### src/rtl/instruction_fetch_pkg.sv
// Shared definitions for the instruction fetch slice: word/pc widths,
// the 3-bit opcode encodings (ADV..CDV) and the fetch FSM state encodings.
package instruction_fetch_pkg;

  localparam int PC_W   = 5;
  localparam int WORD_W = 3;

  // Opcode encodings of the 3-bit machine.
  localparam logic [WORD_W-1:0] OP_ADV = 3'd0;
  localparam logic [WORD_W-1:0] OP_BXL = 3'd1;
  localparam logic [WORD_W-1:0] OP_BST = 3'd2;
  localparam logic [WORD_W-1:0] OP_JNZ = 3'd3;
  localparam logic [WORD_W-1:0] OP_BXC = 3'd4;
  localparam logic [WORD_W-1:0] OP_OUT = 3'd5;
  localparam logic [WORD_W-1:0] OP_BDV = 3'd6;
  localparam logic [WORD_W-1:0] OP_CDV = 3'd7;

  // Fetch FSM states.
  typedef enum logic [1:0] {
    ST_IDLE = 2'd0,
    ST_LOAD = 2'd1,
    ST_RUN  = 2'd2,
    ST_DONE = 2'd3
  } if_state_e;

endpackage

### src/rtl/instruction_fetch_prog_mem.sv
// Program memory for instruction_fetch: one synchronous write port and two
// combinational read ports (pc and pc+1). Contents are never reset.
// Out-of-range addresses read as zero and out-of-range writes are ignored.
module instruction_fetch_prog_mem
  import instruction_fetch_pkg::*;
#(
  parameter int DEPTH = 16
) (
  input  logic              i_clk,
  input  logic              i_we,
  input  logic [PC_W-1:0]   i_waddr,
  input  logic [WORD_W-1:0] i_wdata,
  input  logic [PC_W-1:0]   i_raddr0,
  input  logic [PC_W-1:0]   i_raddr1,
  output logic [WORD_W-1:0] o_rdata0,
  output logic [WORD_W-1:0] o_rdata1
);

  localparam int              IW      = (DEPTH > 1) ? $clog2(DEPTH) : 1;
  localparam logic [PC_W-1:0] DEPTH_W = PC_W'(DEPTH);

  logic [WORD_W-1:0] r_mem [DEPTH];

  // Write port: store one accepted load word.
  always_ff @(posedge i_clk) begin
    if (i_we && (i_waddr < DEPTH_W)) begin
      r_mem[i_waddr[IW-1:0]] <= i_wdata;
    end
  end

  // Read ports: combinational, zero outside the array.
  always_comb begin
    o_rdata0 = '0;
    o_rdata1 = '0;
    if (i_raddr0 < DEPTH_W) o_rdata0 = r_mem[i_raddr0[IW-1:0]];
    if (i_raddr1 < DEPTH_W) o_rdata1 = r_mem[i_raddr1[IW-1:0]];
  end

endmodule

### src/rtl/instruction_fetch.sv
// Instruction fetch: loads a program of 3-bit words into prog_mem, then
// fetches (opcode, operand) pairs two words at a time with jump/flush and
// stall handling. Optional macro IF_DEBUG_COUNT_EN adds pc_dbg and a
// saturating instr_cnt output.
//
// Load handshake: a word is transferred in any cycle where prog_valid and
// prog_ready are both 1; prog_ready is 1 only in IDLE and LOAD and does not
// depend on prog_valid.
module instruction_fetch
  import instruction_fetch_pkg::*;
#(
  parameter int PROG_DEPTH = 16
) (
  input  logic              clk,
  input  logic              rst_n,
  input  logic              prog_valid,
  input  logic [WORD_W-1:0] prog_data,
  input  logic              prog_last,
  output logic              prog_ready,
  input  logic              start,
  input  logic              halt_if,
  input  logic              jmp_en,
  input  logic [WORD_W-1:0] jmp_target,
  output logic [WORD_W-1:0] opcode_if_reg,
  output logic [WORD_W-1:0] operand_if_reg,
  output logic              valid_if,
  output logic              done,
  output logic              load_ovf
`ifdef IF_DEBUG_COUNT_EN
  ,
  output logic [PC_W-1:0]   pc_dbg,
  output logic [15:0]       instr_cnt
`endif
);

  localparam logic [PC_W-1:0] DEPTH_W = PC_W'(PROG_DEPTH);

  if_state_e         r_state;
  if_state_e         w_state_next;
  logic [PC_W-1:0]   r_pc;
  logic [PC_W-1:0]   r_wr_ptr;
  logic [PC_W-1:0]   r_prog_len;
  logic [WORD_W-1:0] r_opcode;
  logic [WORD_W-1:0] r_operand;
  logic              r_valid;
  logic              r_load_ovf;

  logic              w_accept;
  logic              w_we;
  logic [PC_W-1:0]   w_load_base;
  logic [PC_W:0]     w_pc_p1;
  logic              w_fetch_ok;
  logic              w_start_run;
  logic [WORD_W-1:0] w_rd_op;
  logic [WORD_W-1:0] w_rd_opd;

  // A load starting from IDLE writes from index 0 so it replaces the program.
  assign w_accept    = prog_valid && prog_ready;
  assign w_load_base = (r_state == ST_IDLE) ? '0 : r_wr_ptr;
  assign w_we        = w_accept && (w_load_base < DEPTH_W);
  // pc+1 is one bit wider so the end-of-program compare never wraps.
  assign w_pc_p1     = {1'b0, r_pc} + (PC_W + 1)'(1);
  assign w_fetch_ok  = w_pc_p1 < {1'b0, r_prog_len};
  // prog_valid wins over start in IDLE; a program needs at least one pair.
  assign w_start_run = (r_state == ST_IDLE) && !prog_valid && start &&
                       (r_prog_len >= PC_W'(2));

  instruction_fetch_prog_mem #(
    .DEPTH(PROG_DEPTH)
  ) u_prog_mem (
    .i_clk    (clk),
    .i_we     (w_we),
    .i_waddr  (w_load_base),
    .i_wdata  (prog_data),
    .i_raddr0 (r_pc),
    .i_raddr1 (w_pc_p1[PC_W-1:0]),
    .o_rdata0 (w_rd_op),
    .o_rdata1 (w_rd_opd)
  );

  // FSM state register.
  always_ff @(posedge clk or negedge rst_n) begin
    if (!rst_n) r_state <= ST_IDLE;
    else        r_state <= w_state_next;
  end

  // FSM next-state logic.
  always_comb begin
    w_state_next = r_state;
    case (r_state)
      ST_IDLE: begin
        if (prog_valid)       w_state_next = prog_last ? ST_IDLE : ST_LOAD;
        else if (w_start_run) w_state_next = ST_RUN;
      end
      ST_LOAD: begin
        if (prog_valid && prog_last) w_state_next = ST_IDLE;
      end
      ST_RUN: begin
        if (!jmp_en && !halt_if && !w_fetch_ok) w_state_next = ST_DONE;
      end
      ST_DONE: begin
        if (start || prog_valid) w_state_next = ST_IDLE;
      end
      default: w_state_next = ST_IDLE;
    endcase
  end

  // FSM outputs decoded from the current state.
  always_comb begin
    prog_ready = (r_state == ST_IDLE) || (r_state == ST_LOAD);
    done       = (r_state == ST_DONE);
  end

  // Load bookkeeping: write pointer, program length and sticky overflow.
  always_ff @(posedge clk or negedge rst_n) begin
    if (!rst_n) begin
      r_wr_ptr   <= '0;
      r_prog_len <= '0;
      r_load_ovf <= 1'b0;
    end else if (w_accept) begin
      if (w_we) begin
        r_wr_ptr   <= w_load_base + PC_W'(1);
        r_prog_len <= w_load_base + PC_W'(1);
        if (r_state == ST_IDLE) r_load_ovf <= 1'b0;
      end else begin
        r_load_ovf <= 1'b1;
        r_prog_len <= DEPTH_W;
      end
    end
  end

  // Fetch datapath: pc, registered pair and valid; jump beats stall beats fetch.
  always_ff @(posedge clk or negedge rst_n) begin
    if (!rst_n) begin
      r_pc      <= '0;
      r_opcode  <= '0;
      r_operand <= '0;
      r_valid   <= 1'b0;
    end else if (w_start_run) begin
      r_pc    <= '0;
      r_valid <= 1'b0;
    end else if (r_state == ST_RUN) begin
      if (jmp_en) begin
        r_pc    <= PC_W'(jmp_target);
        r_valid <= 1'b0;
      end else if (!halt_if) begin
        if (w_fetch_ok) begin
          r_opcode  <= w_rd_op;
          r_operand <= w_rd_opd;
          r_valid   <= 1'b1;
          r_pc      <= r_pc + PC_W'(2);
        end else begin
          r_valid <= 1'b0;
        end
      end
    end
  end

  assign opcode_if_reg  = r_opcode;
  assign operand_if_reg = r_operand;
  assign valid_if       = r_valid;
  assign load_ovf       = r_load_ovf;

`ifdef IF_DEBUG_COUNT_EN
  logic [15:0] r_instr_cnt;

  // Count registered instructions since the last start, saturating.
  always_ff @(posedge clk or negedge rst_n) begin
    if (!rst_n) begin
      r_instr_cnt <= '0;
    end else if (w_start_run) begin
      r_instr_cnt <= '0;
    end else if ((r_state == ST_RUN) && !jmp_en && !halt_if && w_fetch_ok &&
                 (r_instr_cnt != 16'hFFFF)) begin
      r_instr_cnt <= r_instr_cnt + 16'd1;
    end
  end

  assign pc_dbg    = r_pc;
  assign instr_cnt = r_instr_cnt;
`endif

endmodule

### config.mk
export PLATFORM = sky130hd
export DESIGN_NAME = instruction_fetch
export DESIGN_NICKNAME = d
export VERILOG_FILES = /design/src/rtl/instruction_fetch_pkg.sv /design/src/rtl/instruction_fetch_prog_mem.sv /design/src/rtl/instruction_fetch.sv
export SDC_FILE = /design/constraint.sdc
export NUM_CORES = 1
export LEC_CHECK = 0
export BUFFER_PORTS_ARGS = -buffer_cell sky130_fd_sc_hd__clkbuf_2
export CAP_MARGIN = 25
export CELL_PAD_IN_SITES_DETAIL_PLACEMENT = 2
export CELL_PAD_IN_SITES_GLOBAL_PLACEMENT = 2
export CORE_UTILIZATION = 25
export CTS_CLUSTER_DIAMETER = 150
export DETAILED_ROUTE_END_ITERATION = 7
export GPL_TIMING_DRIVEN = 0
export PLACE_DENSITY = 0.61
export SYNTH_ARGS = -nofsm -noshare
export SYNTH_HDL_FRONTEND = slang
export SYNTH_SLANG_ARGS = --single-unit
export TNS_END_PERCENT = 10
### constraint.sdc
create_clock -name clk -period 2.3 [get_ports clk]
set_input_delay 0.345 -clock clk [delete_from_list [all_inputs] [get_ports clk]]
set_output_delay 0.345 -clock clk [all_outputs]
set_load 0.01 [all_outputs]
==> run_results.csv <==
group,metric,value,unit
run_status,status,"complete, but fails checks",
run_status,violations,"negative setup slack",
power_and_ir_drop,power,0.00621,W
placed_design,gp_congestion,0.778,
route,dr.first_iter.drc_count,106,
route,vias,2357,
worst_setup_path,r2r-start,"r_pc[0]",
floorplan,die-area,15200,um^2
sta,worst_pin_slew,0.713,ns
worst_setup_path,max_stage_delay,0.44,ns
floorplan,ioPinCount,23,
power_and_ir_drop,intPower,0.00397,W
clock_network,cts-htree-levels,3,
worst_setup_path,crit_buf_inv,3,
route,drc_errors,0,
placed_design,place_worst_setup_slack,-0.537,ns
worst_setup_path,required,2.52,ns
power_and_ir_drop,power.switching,0.00224,W
sta,period_needed,2.31,ns
power_and_ir_drop,comb_power_share,47.3,%
floorplan,fp.dieH,123,um
route,routed_wl,9830,um
floorplan,die_w,123,um
yosys,yosysWarnings,0,
worst_setup_path,critPathSlowestCell,"dfrtp_2",
yosys,ys_seq_area_share,56.1,%
yosys,synth_top_area_cell,"edfxtp_1",
clock_network,cts_tree,"done",
worst_setup_path,cp-start-kind,"flop",
yosys,async_flop_share,34.2,%
global_routing,grt_start_max_net_pins,26,
clock_network,cts_buffer_depth,2,
yosys,synth-seq-cells,73,
hold_path,hold_path_class,"in2async",
worst_setup_path,crit_path_max_fanout,4,
floorplan,rows,43,
worst_setup_path,end_kind,"flop",
worst_setup_path,cp.arrival,2.52,ns
cells_and_area,drive_gt1_share,34.4,%
floorplan,start_util,26.0,%
yosys,synth.avg_cell_area,13.9,um^2
global_routing,grt_use_total,14.3,%
cells_and_area,largest_reg_flops,48,
clock_network,root_buffer,"clkbuf_16",
cells_and_area,fill_cells,1463,
sta,fmax,0.433,GHz
cells_and_area,fin_util,32.7,%
yosys,synth_cell_types,44,
cells_and_area,mostFrequentLayoutCells,"48 x edfxtp_1, 24 x mux4_2, 24 x dfrtp_1, 23 x clkbuf_2, 20 x nand2_1",
sta,relSlewSlack,52.5,%
cells_and_area,diodes,0,
power_and_ir_drop,pwr-share-clk,24.0,%
yosys,yosysTopAreaCellShare,39.1,%
global_routing,grt_pass1_vias,2641,
global_routing,grt-ovfl-total,0,
worst_setup_path,critPathKind,"reg2reg",
route,ant_nets,0,
power_and_ir_drop,switching_share,36.0,%
sta,finalHoldViolCount,0,
worst_setup_path,cp_cell_sequence,"buf_8, buf_12, nand2_8, xor2_4, inv_2, ha_4, a21o_1, a21oi_2, nand3b_1, a21o_1, a211o_1",
yosys,synth_area,3680,um^2
global_routing,grt_pass1_wl,15500,um
cells_and_area,final_common_cell,"edfxtp_1",
cells_and_area,area_growth,25.4,%
sta,fin_worst_skew,0.00744,ns
yosys,synthFlopType,"edfxtp_1",
run,max-cap-violations,0,
route,viasPerCell,4.80,
sta,worst_slack,-0.00681,ns
sta,post-route-period-util,100,%
clock_network,cts_made_buffers,9,
placed_design,place_hpwl,7240,um
power_and_ir_drop,vdd_drop_max,0.496,mV
yosys,synthesis.nets,288,
worst_setup_path,cp_common_cell,"a21o_1",
route,wl_per_cell,20.0,um
power_and_ir_drop,p_leak,1.74,nW
sta,maxSlewViolCount,0,
clock_network,numClockSinks,73,
power_and_ir_drop,power.share.sequential,28.7,%
clock_network,cts.clk_slew.worst_paths,0.06,ns
yosys,post_synth_inst_count,265,
placed_design,port_buffers,22,
worst_setup_path,crit_family,"compound AO/OA/AOI/OAI gates",
yosys,synth_edf_count,48,
floorplan,core_area,14100,um^2
power_and_ir_drop,powerDensity,1350,nW/um^2
yosys,synth_area_leaders,"edfxtp_1 39%, dfrtp_1 17%, mux4_2 15%",
worst_setup_path,critPathLaunch,"r_pc[0]",
sta,rsz0062_at_grt,"yes",
cells_and_area,nNetsFinal,329,
sta,setup_viol,1,
route,drt_pass1_iterations,4,
global_routing,antenna_found_initial,0,
clock_network,clkLatencyLatePin,0.34,ns
[timing repair]
action	4_1_cts	5_1_grt
endpoints found under the setup margin	49	22
gates resized for setup	32	5
endpoints found under the hold margin	0	0
pin swaps	8	3
setup buffers	9	1
hold buffers	0	0
cloned	0	0
[worst register-to-register path: cells and delay by family (launching register included)]
kind | cells | cell delay [ns]
buffers and inverters | 3 | 0.32
flip-flops | 1 | 0.44
AND/OR/NAND/NOR | 2 | 0.19
XOR/XNOR | 1 | 0.17
adder cells (fa/ha/maj) | 1 | 0.21
AO/OA/AOI/OAI | 4 | 0.86
[layout make-up]
type / instances / area [um^2] / area share [%]
tap: 180 / 225 / 4.87
clock inverter: 6 / 82.6 / 1.79
multi-input combinational: 163 / 1660 / 35.9
timing repair buffer: 32 / 185 / 4.01
buffer: 13 / 118 / 2.55
sequential: 73 / 2070 / 44.8
clock buffer: 10 / 229 / 4.96
inverter: 14 / 52.6 / 1.14
[final timing paths]
kind / end / slack (ns) / cells past startpoint
min: load_ovf / 0.04 / 1
max reg2reg: r_pc[3] / -0.007 / 11
max in group asynchronous: r_pc[0] / 1.74 / 1
max: r_pc[3] / -0.007 / 11
min reg2reg: operand_if_reg[0] / 0.50 / 1
min in group clk: r_state[0] / 0.24 / 2
[metal layers]
layer | global-route usage (%) | routed length (um) | share of wire [%]
met1 | 18.7 | 4650 | 47
met4 | 5.42 | 156 | 1.6
met5 | 0 | 0 | 0
met3 | 2.68 | 195 | 2.0
met2 | 23.5 | 4830 | 49
[stage by stage]
stage	hold slack [ns]	instance area [um^2]	setup TNS, ns	cells
2_1_floorplan	0.0494	3720	0	265
3_3_place_gp	0.417	4060	-7.81	467
3_5_place_dp	0.433	4060	-11.89	467
4_1_cts	0.0667	4600	-0.105	491
5_1_grt	0.0948	4620	-0.796	491
6_report	0.0391	4620	-0.00681	491
[cell usage after synthesis (2+ instances only)]
cell type,instances
a21oi_1,6
nor3b_1,2
mux2_2,7
nand3_1,6
o21ai_0,11
nand2b_1,2
xnor2_1,3
a22o_1,8
nand2_1,21
buf_4,2
a21o_1,3
edfxtp_1,48
o21ai_1,5
o2bb2ai_1,2
xor2_1,2
clkbuf_1,7
and3_1,4
dfrtp_1,25
nor3_1,6
mux4_2,24
nor4_1,2
inv_1,14
mux2i_1,6
nor2_1,8
buf_2,5
o22ai_1,4
and2_1,6
ha_1,10
[power groups by stage]
| stage | sequential, W | clock [W] | combinational, W |
|---|---|---|---|
| global placement | 0.00177 | 0 | 0.00257 |
| CTS | 0.00179 | 0.00153 | 0.00299 |
| detailed placement | 0.00179 | 0 | 0.00264 |
| finish | 0.00178 | 0.00149 | 0.00294 |
| global route | 0.00181 | 0.00158 | 0.00325 |
| floorplan | 0.00178 | 0 | 0.00190 |
[cell families (layout without fill, tap and decap cells)]
| kind of cell | after synthesis | in the layout | share of synthesized area, % |
|---|---|---|---|
| compound gates | 48 | 48 | 8.83 |
| flops | 73 | 73 | 56.1 |
| xor+xnor | 6 | 6 | 1.63 |
| mux | 37 | 37 | 18.4 |
| fa+ha+maj | 10 | 10 | 3.40 |
| buf+inv | 29 | 75 | 3.33 |
| simple gates | 62 | 62 | 8.25 |
Power figures use the tool's default switching activity.
